### src/rtl/float_err_pkg.sv
// float_err_pkg: shared constants, FSM encoding and float helpers for the error monitor.
// Provides FLT_EXP_MAX, FLT_SIGN_BIT, state_t (GET, DIFF, ACC, REPORT),
// ord_map (sign-magnitude float to monotonic unsigned key) and is_nan.
package float_err_pkg;
  localparam logic [7:0] FLT_EXP_MAX = 8'hFF;
  localparam int FLT_SIGN_BIT = 31;
  typedef enum logic [1:0] {GET, DIFF, ACC, REPORT} state_t;
  // -0 folds onto +0 so that a signed-zero disagreement counts as no error
  function automatic logic [31:0] ord_map(input logic [31:0] x);
    logic [31:0] c;
    c = (x == 32'h8000_0000) ? 32'h0 : x;
    return c[FLT_SIGN_BIT] ? ~c : (c | 32'h8000_0000);
  endfunction
  function automatic logic is_nan(input logic [31:0] x);
    return (x[30:23] == FLT_EXP_MAX) && (x[22:0] != 23'h0);
  endfunction
endpackage

### src/rtl/float_ulp_diff.sv
// float_ulp_diff: combinational ULP distance and NaN flag between two single-precision values.
// Ports: a, b (32-bit floats) in; ulp (|ord(a)-ord(b)|) out; nan (either operand NaN) out.
module float_ulp_diff
  import float_err_pkg::*;
(
  input  logic [31:0] a,
  input  logic [31:0] b,
  output logic [31:0] ulp,
  output logic        nan
);
  logic [31:0] oa, ob;
  assign oa  = ord_map(a);
  assign ob  = ord_map(b);
  assign ulp = (oa > ob) ? oa - ob : ob - oa;
  assign nan = is_nan(a) | is_nan(b);
endmodule

### src/rtl/float_mult_error_monitor.sv
// float_mult_error_monitor: accumulates ULP error statistics between accurate and approximate float results.
// Ports: clk, rst (sync, active-high); input_acc/input_apx with stb/ack handshakes;
// clear (sync statistics clear/abort); statistic outputs sample_count, mismatch_count,
// nan_count, max_ulp_err, sum_ulp_err, over_thresh_count; output_report_stb/ack report handshake.
// Optional macro ERR_THRESH_EN builds the over-threshold counter; otherwise it is tied to 0.
module float_mult_error_monitor
  import float_err_pkg::*;
#(
  parameter int          WINDOW = 5000,
  parameter int          CNT_W  = 16,
  parameter int          SUM_W  = 48,
  parameter logic [31:0] THRESH = 32'd16
) (
  input  logic             clk,
  input  logic             rst,
  input  logic [31:0]      input_acc,
  input  logic             input_acc_stb,
  output logic             input_acc_ack,
  input  logic [31:0]      input_apx,
  input  logic             input_apx_stb,
  output logic             input_apx_ack,
  input  logic             clear,
  output logic [CNT_W-1:0] sample_count,
  output logic [CNT_W-1:0] mismatch_count,
  output logic [CNT_W-1:0] nan_count,
  output logic [31:0]      max_ulp_err,
  output logic [SUM_W-1:0] sum_ulp_err,
  output logic [CNT_W-1:0] over_thresh_count,
  output logic             output_report_stb,
  input  logic             output_report_ack
);
  state_t state, state_n;
  logic [31:0] acc_q, apx_q, ulp, ulp_q;
  logic nan, nan_q;
  logic have_acc, have_apx, have_acc_n, have_apx_n;
  logic ack_acc_q, ack_apx_q, ack_acc_n, ack_apx_n;
  logic cap_acc, cap_apx, both, last, stat_clr;
  logic [SUM_W:0] sum_ext;
  // acks are registered but masked combinationally so nothing is taken during rst or clear
  assign input_acc_ack     = ack_acc_q & ~clear & ~rst;
  assign input_apx_ack     = ack_apx_q & ~clear & ~rst;
  assign cap_acc           = input_acc_stb & input_acc_ack;
  assign cap_apx           = input_apx_stb & input_apx_ack;
  assign both              = (have_acc | cap_acc) & (have_apx | cap_apx);
  assign last              = sample_count == CNT_W'(WINDOW - 1);
  assign stat_clr          = (state == REPORT) & output_report_ack;
  assign output_report_stb = state == REPORT;
  assign sum_ext           = {1'b0, sum_ulp_err} + {{(SUM_W-31){1'b0}}, ulp_q};
  float_ulp_diff u_diff (
    .a   (acc_q),
    .b   (apx_q),
    .ulp (ulp),
    .nan (nan)
  );
  always_comb begin
    state_n    = state == GET  ? (both ? DIFF : GET) :
                 state == DIFF ? ACC :
                 state == ACC  ? (last ? REPORT : GET) :
                 (output_report_ack ? GET : REPORT);
    have_acc_n = (state == GET) & ~both & (have_acc | cap_acc);
    have_apx_n = (state == GET) & ~both & (have_apx | cap_apx);
    ack_acc_n  = (state_n == GET) & ~have_acc_n;
    ack_apx_n  = (state_n == GET) & ~have_apx_n;
  end
  always_ff @(posedge clk) begin
    if (rst || clear) begin
      state          <= GET;
      have_acc       <= 1'b0;
      have_apx       <= 1'b0;
      ack_acc_q      <= 1'b0;
      ack_apx_q      <= 1'b0;
      acc_q          <= '0;
      apx_q          <= '0;
      ulp_q          <= '0;
      nan_q          <= 1'b0;
      sample_count   <= '0;
      mismatch_count <= '0;
      nan_count      <= '0;
      max_ulp_err    <= '0;
      sum_ulp_err    <= '0;
    end else begin
      state     <= state_n;
      have_acc  <= have_acc_n;
      have_apx  <= have_apx_n;
      ack_acc_q <= ack_acc_n;
      ack_apx_q <= ack_apx_n;
      if (cap_acc) acc_q <= input_acc;
      if (cap_apx) apx_q <= input_apx;
      if (state == DIFF) begin
        ulp_q <= ulp;
        nan_q <= nan;
      end
      if (state == ACC) begin
        sample_count <= sample_count + CNT_W'(1);
        if (nan_q) nan_count <= nan_count + CNT_W'(1);
        else begin
          mismatch_count <= mismatch_count + CNT_W'(ulp_q != 32'h0);
          max_ulp_err    <= (ulp_q > max_ulp_err) ? ulp_q : max_ulp_err;
          sum_ulp_err    <= sum_ext[SUM_W] ? '1 : sum_ext[SUM_W-1:0];
        end
      end
      if (stat_clr) begin
        sample_count   <= '0;
        mismatch_count <= '0;
        nan_count      <= '0;
        max_ulp_err    <= '0;
        sum_ulp_err    <= '0;
      end
    end
  end
`ifdef ERR_THRESH_EN
  always_ff @(posedge clk) begin
    if (rst || clear || stat_clr) over_thresh_count <= '0;
    else if (state == ACC && !nan_q && ulp_q > THRESH) over_thresh_count <= over_thresh_count + CNT_W'(1);
  end
`else
  assign over_thresh_count = '0;
`endif
endmodule

### config.mk
export PLATFORM = sky130hd
export DESIGN_NAME = float_mult_error_monitor
export DESIGN_NICKNAME = d
export VERILOG_FILES = /design/src/rtl/float_err_pkg.sv /design/src/rtl/float_ulp_diff.sv /design/src/rtl/float_mult_error_monitor.sv
export SDC_FILE = /design/constraint.sdc
export NUM_CORES = 1
export LEC_CHECK = 0
export BUFFER_PORTS_ARGS = -buffer_cell sky130_fd_sc_hd__buf_2
export CAP_MARGIN = 40
export CORE_MARGIN = 4
export CORE_UTILIZATION = 62
export CTS_CLUSTER_SIZE = 16
export DETAILED_ROUTE_END_ITERATION = 7
export GPL_TIMING_DRIVEN = 0
export PLACE_DENSITY = 0.82
export SLEW_MARGIN = 10
export SYNTH_ARGS = -nofsm -noshare
export SYNTH_HDL_FRONTEND = slang
export SYNTH_SLANG_ARGS = --single-unit
### constraint.sdc
create_clock -name clk -period 12.75 [get_ports clk]
set_clock_uncertainty 0.1 [all_clocks]
set_input_delay 1.275 -clock clk [delete_from_list [all_inputs] [get_ports clk]]
set_output_delay 1.275 -clock clk [all_outputs]
set_load 0.05 [all_outputs]
Word level (Yosys, flattened, before mapping)

Index checks and enable logic that the tools add are counted.

$add $sub $neg: 6
$mul: 0
Div/mod/pow operators: 0
$lt $le $gt $ge: 2
Equal/unequal tests: 8
Shifts and indexed selects: 0
Multiplexer cells: 12
Bitwise operators: 24
Reductions and logical operators: 12

Operators with widths:

| operator              | number |
|---|---|
| $mux 32               | 5 |
| $eq 32x32->1 const B  | 2 |
| $gt 32x32->1          | 2 |
| $not 32->32           | 2 |
| $sub 32x32->32        | 2 |
| $add 48x32->49        | 1 |
| $mux 48               | 1 |
| $reduce_bool 23->1    | 2 |
| $add 16x1->16 const B | 2 |
| $reduce_bool 32->1    | 1 |
| $add 16x1->16         | 1 |
| $eq 16x13->1 const B  | 1 |
| $eq 8x8->1 const B    | 2 |
| $and 1x1->1           | 13 |
| $mux 2                | 5 |
| $not 1->1             | 6 |
| $eq 2x2->1 const B    | 2 |
| $logic_not 2->1       | 2 |
| $reduce_and 2->1      | 2 |
| $or 1x1->1            | 3 |
| $reduce_and 3->1      | 1 |
| $eq 2x1->1 const B    | 1 |
| $logic_and 1x1->1     | 2 |
| $reduce_or 2->1       | 1 |
| other kinds (2)       | 2 |

Flip-flop bits (word level): 231
Bits in latches: 0
RAM bits: 0
Bits in read-only memories: 0
Input bits: 70
Output and inout port bits: 147
Logic and storage cells: 78
Memories kept: 0

Logic depth before layout (Yosys ltp)

Gate-level depths: netlist of run 1.

Depth in word-level cells: 11
Depth in mapped cells: 22
Mapped depth without buffers: 19

Cells and area by module

From an unflattened synthesis of run 1, not the netlist that was laid out.

Cell total of the unflattened synthesis: 2,122
Area, all modules: 16,059.2 sq um

By module, submodules not included:

| module                   | times used | cells an instance | area an instance (sq um) | seq. area each (sq um) |
|---|---|---|---|---|
| float_mult_error_monitor | 1          | 1,418             | 11,304.6                 | 4,624.4 |
| float_ulp_diff           | 1          | 704               | 4,754.6                  | 0.0 |

Least setup slack after synthesis of run 1

No wires, ideal clock.

Path type: register -> register
Start point: register acc_q[11]
End point: register ulp_q[28]
Library setup time: 62 ps
Data arrival time: 3,932 ps
Required time: 12,588 ps
Setup slack: 8,656 ps
Cell stages (with the launch flop): 22
Buffers on the path: 2
Clock period less this slack: 4,094 ps
Cells stage by stage: dfxtp_1 -> nor4_1 -> nand4_1 -> nor2_1 -> nand4_1 -> clkbuf_1 -> and2_1 -> inv_1 -> ha_1 -> inv_1 -> fa_1 -> a21oi_1 -> o21ai_1 -> a211oi_4 -> o41ai_4 -> o21ai_4 -> buf_6 -> inv_2 -> nor4_1 -> a21oi_1 -> or4_1 -> nand3_1

Longest elaborated chain between the ends: 6
Elaborated cells on any way between the ends: 8
Those cells by class: add/sub (2); order compare (1); eq/ne (1); mux (3); bitwise (1)

Ends and longest elaborated chain:

| what                                           | RTL line                       | source |
|---|---|---|
| start: declaration                             | float_mult_error_monitor.sv:33 | `logic [31:0] acc_q, apx_q, ulp, ulp_q;` |
| start signal: assignment                       | float_mult_error_monitor.sv:87 | `if (cap_acc) acc_q <= input_acc;` |
| $eq 32x32->1                                   | float_err_pkg.sv:11            | `c = (x == 32'h8000_0000) ? 32'h0 : x;` |
| $mux 32 *                                      | float_err_pkg.sv:11            |  |
| $not 32->32                                    | float_err_pkg.sv:12            | `return c[FLT_SIGN_BIT] ? ~c : (c \| 32'h8000_0000);` |
| $mux 32 *                                      | float_err_pkg.sv:12            |  |
| $sub 32x32->32 or $gt 32x32->1 (tied branches) | float_ulp_diff.sv:14           | `assign ulp = (oa > ob) ? oa - ob : ob - oa;` |
| $mux 32 *                                      | float_ulp_diff.sv:14           |  |
| end signal: assignment                         | float_mult_error_monitor.sv:90 | `ulp_q <= ulp;` |
| end: declaration                               | float_mult_error_monitor.sv:33 |  |

Every way passes the cells marked *; elsewhere a longest branch is shown, timed or not.
A chain may end at the register's enable or synchronous reset.

Final worst setup path of run 1

Start point: register apx_q[4]
End point: register ulp_q[26]

Longest elaborated chain between the ends: 6
Elaborated cells on any way between the ends: 8
Those cells by class: add/sub (2); order compare (1); eq/ne (1); mux (3); bitwise (1)

Ends and longest elaborated chain:

| what                                           | RTL line                       | source |
|---|---|---|
| start: declaration                             | float_mult_error_monitor.sv:33 |  |
| start signal: assignment                       | float_mult_error_monitor.sv:88 | `if (cap_apx) apx_q <= input_apx;` |
| $eq 32x32->1                                   | float_err_pkg.sv:11            |  |
| $mux 32 *                                      | float_err_pkg.sv:11            |  |
| $not 32->32                                    | float_err_pkg.sv:12            |  |
| $mux 32 *                                      | float_err_pkg.sv:12            |  |
| $sub 32x32->32 or $gt 32x32->1 (tied branches) | float_ulp_diff.sv:14           |  |
| $mux 32 *                                      | float_ulp_diff.sv:14           |  |

Marked as above.

==> summary.txt, run 1 <==
Outcome
  • Status: finished clean

Cells and area
  • Most common cell after layout, fill and taps aside: nand2_1
  • ANT cells: 0
  • Area grow syn2layout: 14.57%
  • Finished Layout Cells: about 2600
  • Commonest non-fill, non-tap cells in the layout: nand2_1 (269), dfxtp_1 (231), buf_2 (213)
  • Filler instances: 2089
  • Final nets: ~2500
  • Fraction of layout cells with a size suffix above 1: 0.1327

Routing
  • Routed length per placed instance: 17.72 um
  • Initial DRC Count: ~1200
  • Via/cell ratio: 5.847
  • First-pass detailed-route iteration total: 5
  • Drt drc: 0
  • Routed WL: about 47000 um
  • Routed Antenna Nets: 0
  • Vias: 15460

Die
  • Core Rows: 58
  • Die height: 167.3 um
  • Initial cell density of the core: 0.6268
  • Die X-Extent: 167.3 um
  • I/O Pins: about 220
  • Core Footprint: 25110 um^2
  • Die ar.: between 20000 and 30000 um^2

Yosys
  • XOR/XNOR Fraction of Synth Area: 0.08404
  • Largest family of logic cells by synthesized area: simple AND/OR/NAND/NOR gates
  • Post-synthesis sequential area ratio: 0.2938
  • Post-Synthesis Cells: 2056
  • Mapped Area: 15740 um^2
  • Compound-gate portion of the synthesized area: 0.2011
  • Avg Cell Area, Syn: 7.654 um^2
  • Main synth FF type: dfxtp_1
  • Warnings from Yosys: 0
  • Post-synth EDFFs: 0
  • Adder-cell share of the synthesized area: 0.1080
  • Mux contribution to synthesized area: 0.02950
  • Netlist cell types: 78
  • Yosys reg bits: 231
  • Post-synthesis async set-or-reset flop share: 0
  • Synth Area in Simple Gates: 0.2155

Global route
  • Busiest grt layer: met2
  • Vias in the first global route: approximately 15000
  • Met3 Use GR: 0.03730
  • First-pass GRT wire length: ~75000 um
  • Met2 Use GR: 0.5427
  • Initial antenna violation count: 0
  • GRT Total Usage: 0.3184
  • Grt ovf: 0
  • Largest net degree at the start of global routing: 15
  • Met1 Use GR: 0.4139

Placed design
  • Final HPWL DP: 37070 um
  • Final RePlAce weighted congestion: between 1 and 1.5
  • Placed cells: 2601
  • Port Buffer Count: 200

STA
  • Final period utilization: 0.4265
  • Max-slew headroom: 0.3558
  • Pins Over Slew Limit: 0
  • Final setup fails: 0
  • Fmax: 0.1839 GHz
  • RSZ-0062 raised after global routing: no
  • Post-route setup TNS: 0 ps
  • Final Critical Period: 5438 ps
  • Hold Violations, Final: 0
  • Transition time of the tightest slew-check pin: 953.8 ps

CTS
  • Number of setup buffers added after CTS: 0
  • Clock Path Buffers: 3
  • CTS Sinks: 231
  • Hold buffers post-CTS: 0
  • CTS HTree Levels: 1
  • Reg clk slew, reported paths: about 60 ps
  • CTS tree: yes
  • Clk root buf: clkbuf_16
  • Inserted Clock Buffers: 24
  • Clock latency on the worst-skew pair: between 500 and 600 ps
  • Post-CTS resize count: 0

Power
  • Maximum vdd drop: between 0.1 and 0.15 mV
  • Leakage: 8.450 nW
  • Power per cell area: 104.0 nW/um^2

Worst setup path
  • Crit path arrival time: 5820 ps
  • Crit end category: register
  • WP data required: 13140 ps
  • Critical path launch point type: register
  • Critical path type: reg2reg
  • Crit-path max FO: 10
  • Worst Reg-to-Reg Cells: 20

Worst hold path
  • Hold WC Path Type: reg2reg
  • Worst Hold Path Cells: 2

Run
  • Max-cap violations: 0
through the flow:
step	hold slack [ps]	setup WS (ps)	total power, W	utilization	area, um^2
floorplan	360.3	8656	0.001041	-	15790
detailed placement	369.6	7437	0.001146	0.6853	17210
finish	381.2	7312	0.001875	0.7181	18030
global placement	360.5	7531	0.001143	0.6853	17210
CTS	378.7	7440	0.001871	0.7181	18030
global route	409.7	6975	0.001940	0.7181	18030
Yosys cell counts, drive strengths merged, types with 14 or more instances:
cell type	number	area (um^2)
ha	131	1639
nand4	47	312.8
o22ai	30	187.7
inv	127	476.7
xor2	107	937.2
o21bai	17	131.4
a21oi	142	714.4
nand3	27	135.1
dfxtp	231	4624
buf	44	294.0
a211oi	30	237.7
a31oi	15	93.84
o21a	14	105.1
clkbuf	79	296.5
nor4	25	156.4
nor2	196	735.7
and3	30	187.7
o21ai	157	800.8
a21o	46	346.6
and2	42	262.8
xnor2	44	385.4
mux2i	43	430.4
nand2	270	1016
nor3	34	170.2
critical path, stage by stage (launching register included):
cell and delay [ps]:
dfxtp_1 350, nor4_1 320, nand4_1 180, nor2_1 270, nand4_1 280, clkbuf_1 290
and2_1 230, inv_1 60, ha_1 150, inv_1 50, fa_1 380, a21oi_1 230
o22ai_1 150, o21ai_0 460, o21ai_0 250, a221oi_1 460, mux2i_1 210, a21oi_1 310
o21ai_2 150, a2111o_1 430, nand3_1 70
final timing paths:
kind | start | to | slack (ps)
max | apx_q[4] | ulp_q[26] | 7310
min | mismatch_count[0] | mismatch_count[0] | 380
max reg2reg | apx_q[4] | ulp_q[26] | 7310
min reg2reg | mismatch_count[0] | mismatch_count[0] | 380
cells by family (layout without fill, tap and decap cells):
group	count (synthesis)	in the layout
AO/OA/AOI/OAI	511	511
AND/OR/NAND/NOR	732	732
multiplexers	46	46
flip-flops	231	231
buffers and inverters	250	493
other	1	16
adder cells (fa/ha/maj)	134	134
XOR/XNOR	151	151
final cells by class:
type                            count  area, um^2  share of cell area
Clock inverter                     12       155.1            0.008605
Clock buffer                       31       666.9             0.03699
Sequential cell                   231        4624              0.2565
Inverter                          127       476.7             0.02644
Buffer                            123       590.6             0.03275
Tap cell                          330       412.9             0.02290
Multi-Input combinational cell   1590       10100              0.5603
Timing Repair Buffer              200        1001             0.05552
metal layers:
metal,share of wire,vias up
met5,0,-
met4,0.041,0
met3,0.059,112
met2,0.47,597
met1,0.43,7159
li1,-,7591
report_power, final:
part	internal (W)	switching, W
Sequential	0.000725	0.00000345
Combinational	0.000157	0.000254
Clock	0.000431	0.000305
Total	0.00131	0.000562
flip-flops by register name (all words and copies together), names as in the netlist:
register        count
sum_ulp_err        48
acc_q              32
apx_q              32
max_ulp_err        32
ulp_q              32
mismatch_count     16
nan_count          16
sample_count       16
state               2
ack_acc_q           1
ack_apx_q           1
have_acc            1
have_apx            1
nan_q               1
Power figures use the tool's default switching activity.
==> inputs of run 2 (changes only) <==
Settings changed: CORE_UTILIZATION 62 to 59, PLACE_DENSITY 0.82 to 0.79.
Clock period 12.75 ns to 5.1 ns, I/O delays scaled along.
==> run 2 against run 1 <==
  * Sequential share of layout area decreased by 0.15 points
  * Via count rose by 0.39%
  * Critical path type unchanged
  * Cell area rose by 0.60%
  * Die area increased by 4.8%
  * Hold slack worse by 320 ps
  * Critical endpoint is now ulp_q[19]
  * Non-clock buffer count is 1 higher
  * Largest power group is now registers
  * Utilization shrank 2.4 points
  * Fmax up 10%
  * Register-to-register slack worse by 7200 ps
  * Sequential cell count did not move
==> summary.txt, run 2 (synthesized netlist as in run 1, its figures left out) <==
CTS
  • CTS tree: yes
  • Hold buffers post-CTS: 0 (unchanged)
  • Inserted Clock Buffers: 25 (+4.2%)
  • CTS HTree Levels: 1 (unchanged)
  • Reg clk slew, reported paths: 60 ps (about the same)
  • Clock Path Buffers: 3 (unchanged)
  • Clock latency on the worst-skew pair: 550 ps (about the same)
  • Clk root buf: clkbuf_16
  • CTS Sinks: 231 (unchanged)

Cells and area
  • Commonest non-fill, non-tap cells in the layout: nand2_1 (269), dfxtp_1 (231), buf_2 (213)
  • Biggest register: sum_ulp_err
  • Most common cell after layout, fill and taps aside: nand2_1
  • Max FFs per register: 48 (unchanged)
  • Final nets: 2503 (+0.080%)
  • Area grow syn2layout: 15.25%
  • Filler instances: 2237 (+7.1%)
  • Final Cell Area: 18140 um^2 (+0.60%)
  • Finished Layout Cells: 2652 (+0.30%)
  • Fraction of layout cells with a size suffix above 1: 0.1416 (+0.008953)

Run
  • Max-cap violations: 0 (unchanged)

Global route
  • Initial antenna violation count: 0 (unchanged)
  • Grt ovf: 0 (unchanged)
  • GRT Total Usage: 0.3065 (-0.01188)
  • First-pass GRT wire length: 73680 um (-1.7%)
  • Vias in the first global route: 14570 (-1.7%)
  • Largest net degree at the start of global routing: 14 (-1)

Worst hold path
  • Hold WC Path Type: in2reg
  • Worst hold endpoint: acc_q[26]
  • Hold Startpoint: input_acc[26]
  • Worst Hold Path Cells: 3 (+1)

Placed design
  • Placed cell area: 17230 um^2 (+0.10%)
  • Placed cells: 2607 (+0.23%)
  • Final HPWL DP: 37750 um (+1.8%)
  • Final RePlAce weighted congestion: 0.9890 (-1.5%)
  • Port Buffer Count: 200 (unchanged)

Worst setup path
  • Crit end category: register
  • Crit path arrival time: 5260 ps (-560 ps)
  • Reg2reg setup slack: 160 ps (-7160 ps)
  • WP data required: 5420 ps (-7720 ps)
  • Critical path launch point type: register
  • Worst r2r src: acc_q[11]
  • Worst Reg-to-Reg Cells: 21 (+5.0%)
  • Crit-path max FO: 10 (unchanged)
  • Critical path type: reg2reg
  • R2r endpoint: ulp_q[19]

STA
  • Transition time of the tightest slew-check pin: 891.4 ps (-62.41 ps)
  • Final period utilization: 0.9694 (+0.5429)
  • Fin Hold WS: 63.33 ps (-317.8 ps)
  • Final setup fails: 0 (unchanged)
  • Post-route setup TNS: 0 ps (unchanged)
  • Pins Over Slew Limit: 0 (unchanged)
  • Max-slew headroom: 0.4057 (+0.04993)
  • Hold Violations, Final: 0 (unchanged)
  • Fmax: 0.2023 GHz (+10%)
  • Final Critical Period: 4944 ps (-493.6 ps)

Routing
  • Initial DRC Count: 1026 (-16%)
  • Drt drc: 0 (unchanged)
  • Via/cell ratio: 5.852 (about the same)
  • First-pass detailed-route iteration total: 5 (unchanged)
  • Vias: 15520 (+0.39%)
  • Routed WL: 47070 um (+0.48%)
  • Routed length per placed instance: 17.75 um (+0.18%)
  • Routed Antenna Nets: 0 (unchanged)

Power
  • Power per cell area: 258.2 nW/um^2 (+150%)
  • Power Total: 0.004683 W (+150%)
  • Leakage: 8.492 nW (+0.50%)
  • Maximum vdd drop: 0.2527 mV (+110%)

Die
  • Core Rows: 59 (+1.7%)
  • Die ar.: 29350 um^2 (+4.8%)
  • I/O Pins: 217 (unchanged)
  • Initial cell density of the core: 0.6022 (-0.02455)
  • Die height: 171.3 um (+2.4%)
  • Die X-Extent: 171.3 um (+2.4%)
  • Core Footprint: 26130 um^2 (+4.1%)

Outcome
  • Status: finished clean
==> run 2: final cells by class <==
type                            instances  area [um^2]  area share
Clock inverter                          6        51.30    0.002828
Tap cell                              335        419.2     0.02311
Clock buffer                           38        764.5     0.04215
Antenna cell                            1        2.502   0.0001380
Inverter                              127        476.7     0.02628
Sequential cell                       231         4624      0.2550
Buffer                                120        588.1     0.03242
Timing Repair Buffer                  204         1035     0.05705
Multi-Input combinational cell       1590        10180      0.5611
==> run 2: through the flow <==
stage,worst slack [ps],utilization
2_1_floorplan,1006,-
3_3_place_gp,-197.9,0.6587
3_5_place_dp,-177.4,0.6592
4_1_cts,7.928,0.6906
5_1_grt,-103.5,0.6940
6_report,156.1,0.6941
==> run 2: power by group <==
group | total (W) | switching (W) | internal (W)
clock network | 0.00179 | 0.000753 | 0.00103
registers | 0.00182 | 0.00000906 | 0.00181
logic | 0.00107 | 0.000658 | 0.000415
total | 0.00468 | 0.00142 | 0.00326
==> run 2: worst max path at each step <==
stage,from,end,cells after the start
6_report,acc_q[11],ulp_q[19],21
4_1_cts,apx_q[4],ulp_q[26],20
5_1_grt,acc_q[17],ulp_q[28],21
3_3_place_gp,apx_q[4],ulp_q[26],20
3_5_place_dp,apx_q[4],ulp_q[26],20
2_1_floorplan,acc_q[11],ulp_q[28],21
==> run 2: layer usage <==
layer	share of wire	track usage	vias up	wire (um)
met5	0	0	-	0
met4	0.042	0.1264	0	1967
met3	0.056	0.03402	109	2649
met2	0.47	0.5330	529	22250
met1	0.43	0.3878	7288	20200
li1	-	-	7594	-
==> run 2: repair_timing <==
item / 4_1_cts / 5_1_grt
gates resized for setup: 4 / 23
setup endpoints to repair: 8 / 28
endpoints found under the hold margin: 0 / 0
pin swaps: 0 / 5
buffers inserted: 0 / 3
==> run 2: critical path, cell delays in order (launching register included) <==
cell and delay, ps:
dfxtp_1 340, nor4_1 340, nand4_1 210, nor2_4 200
nand4_1 150, buf_4 220, and2_1 180, inv_1 60
ha_1 170, inv_1 60, fa_1 400, a21oi_2 170
o21ai_1 150, a211oi_4 440, o41ai_4 140, o21ai_4 240
buf_6 190, inv_2 100, buf_4 210, o31ai_1 340
xor2_1 260, a21oi_1 100
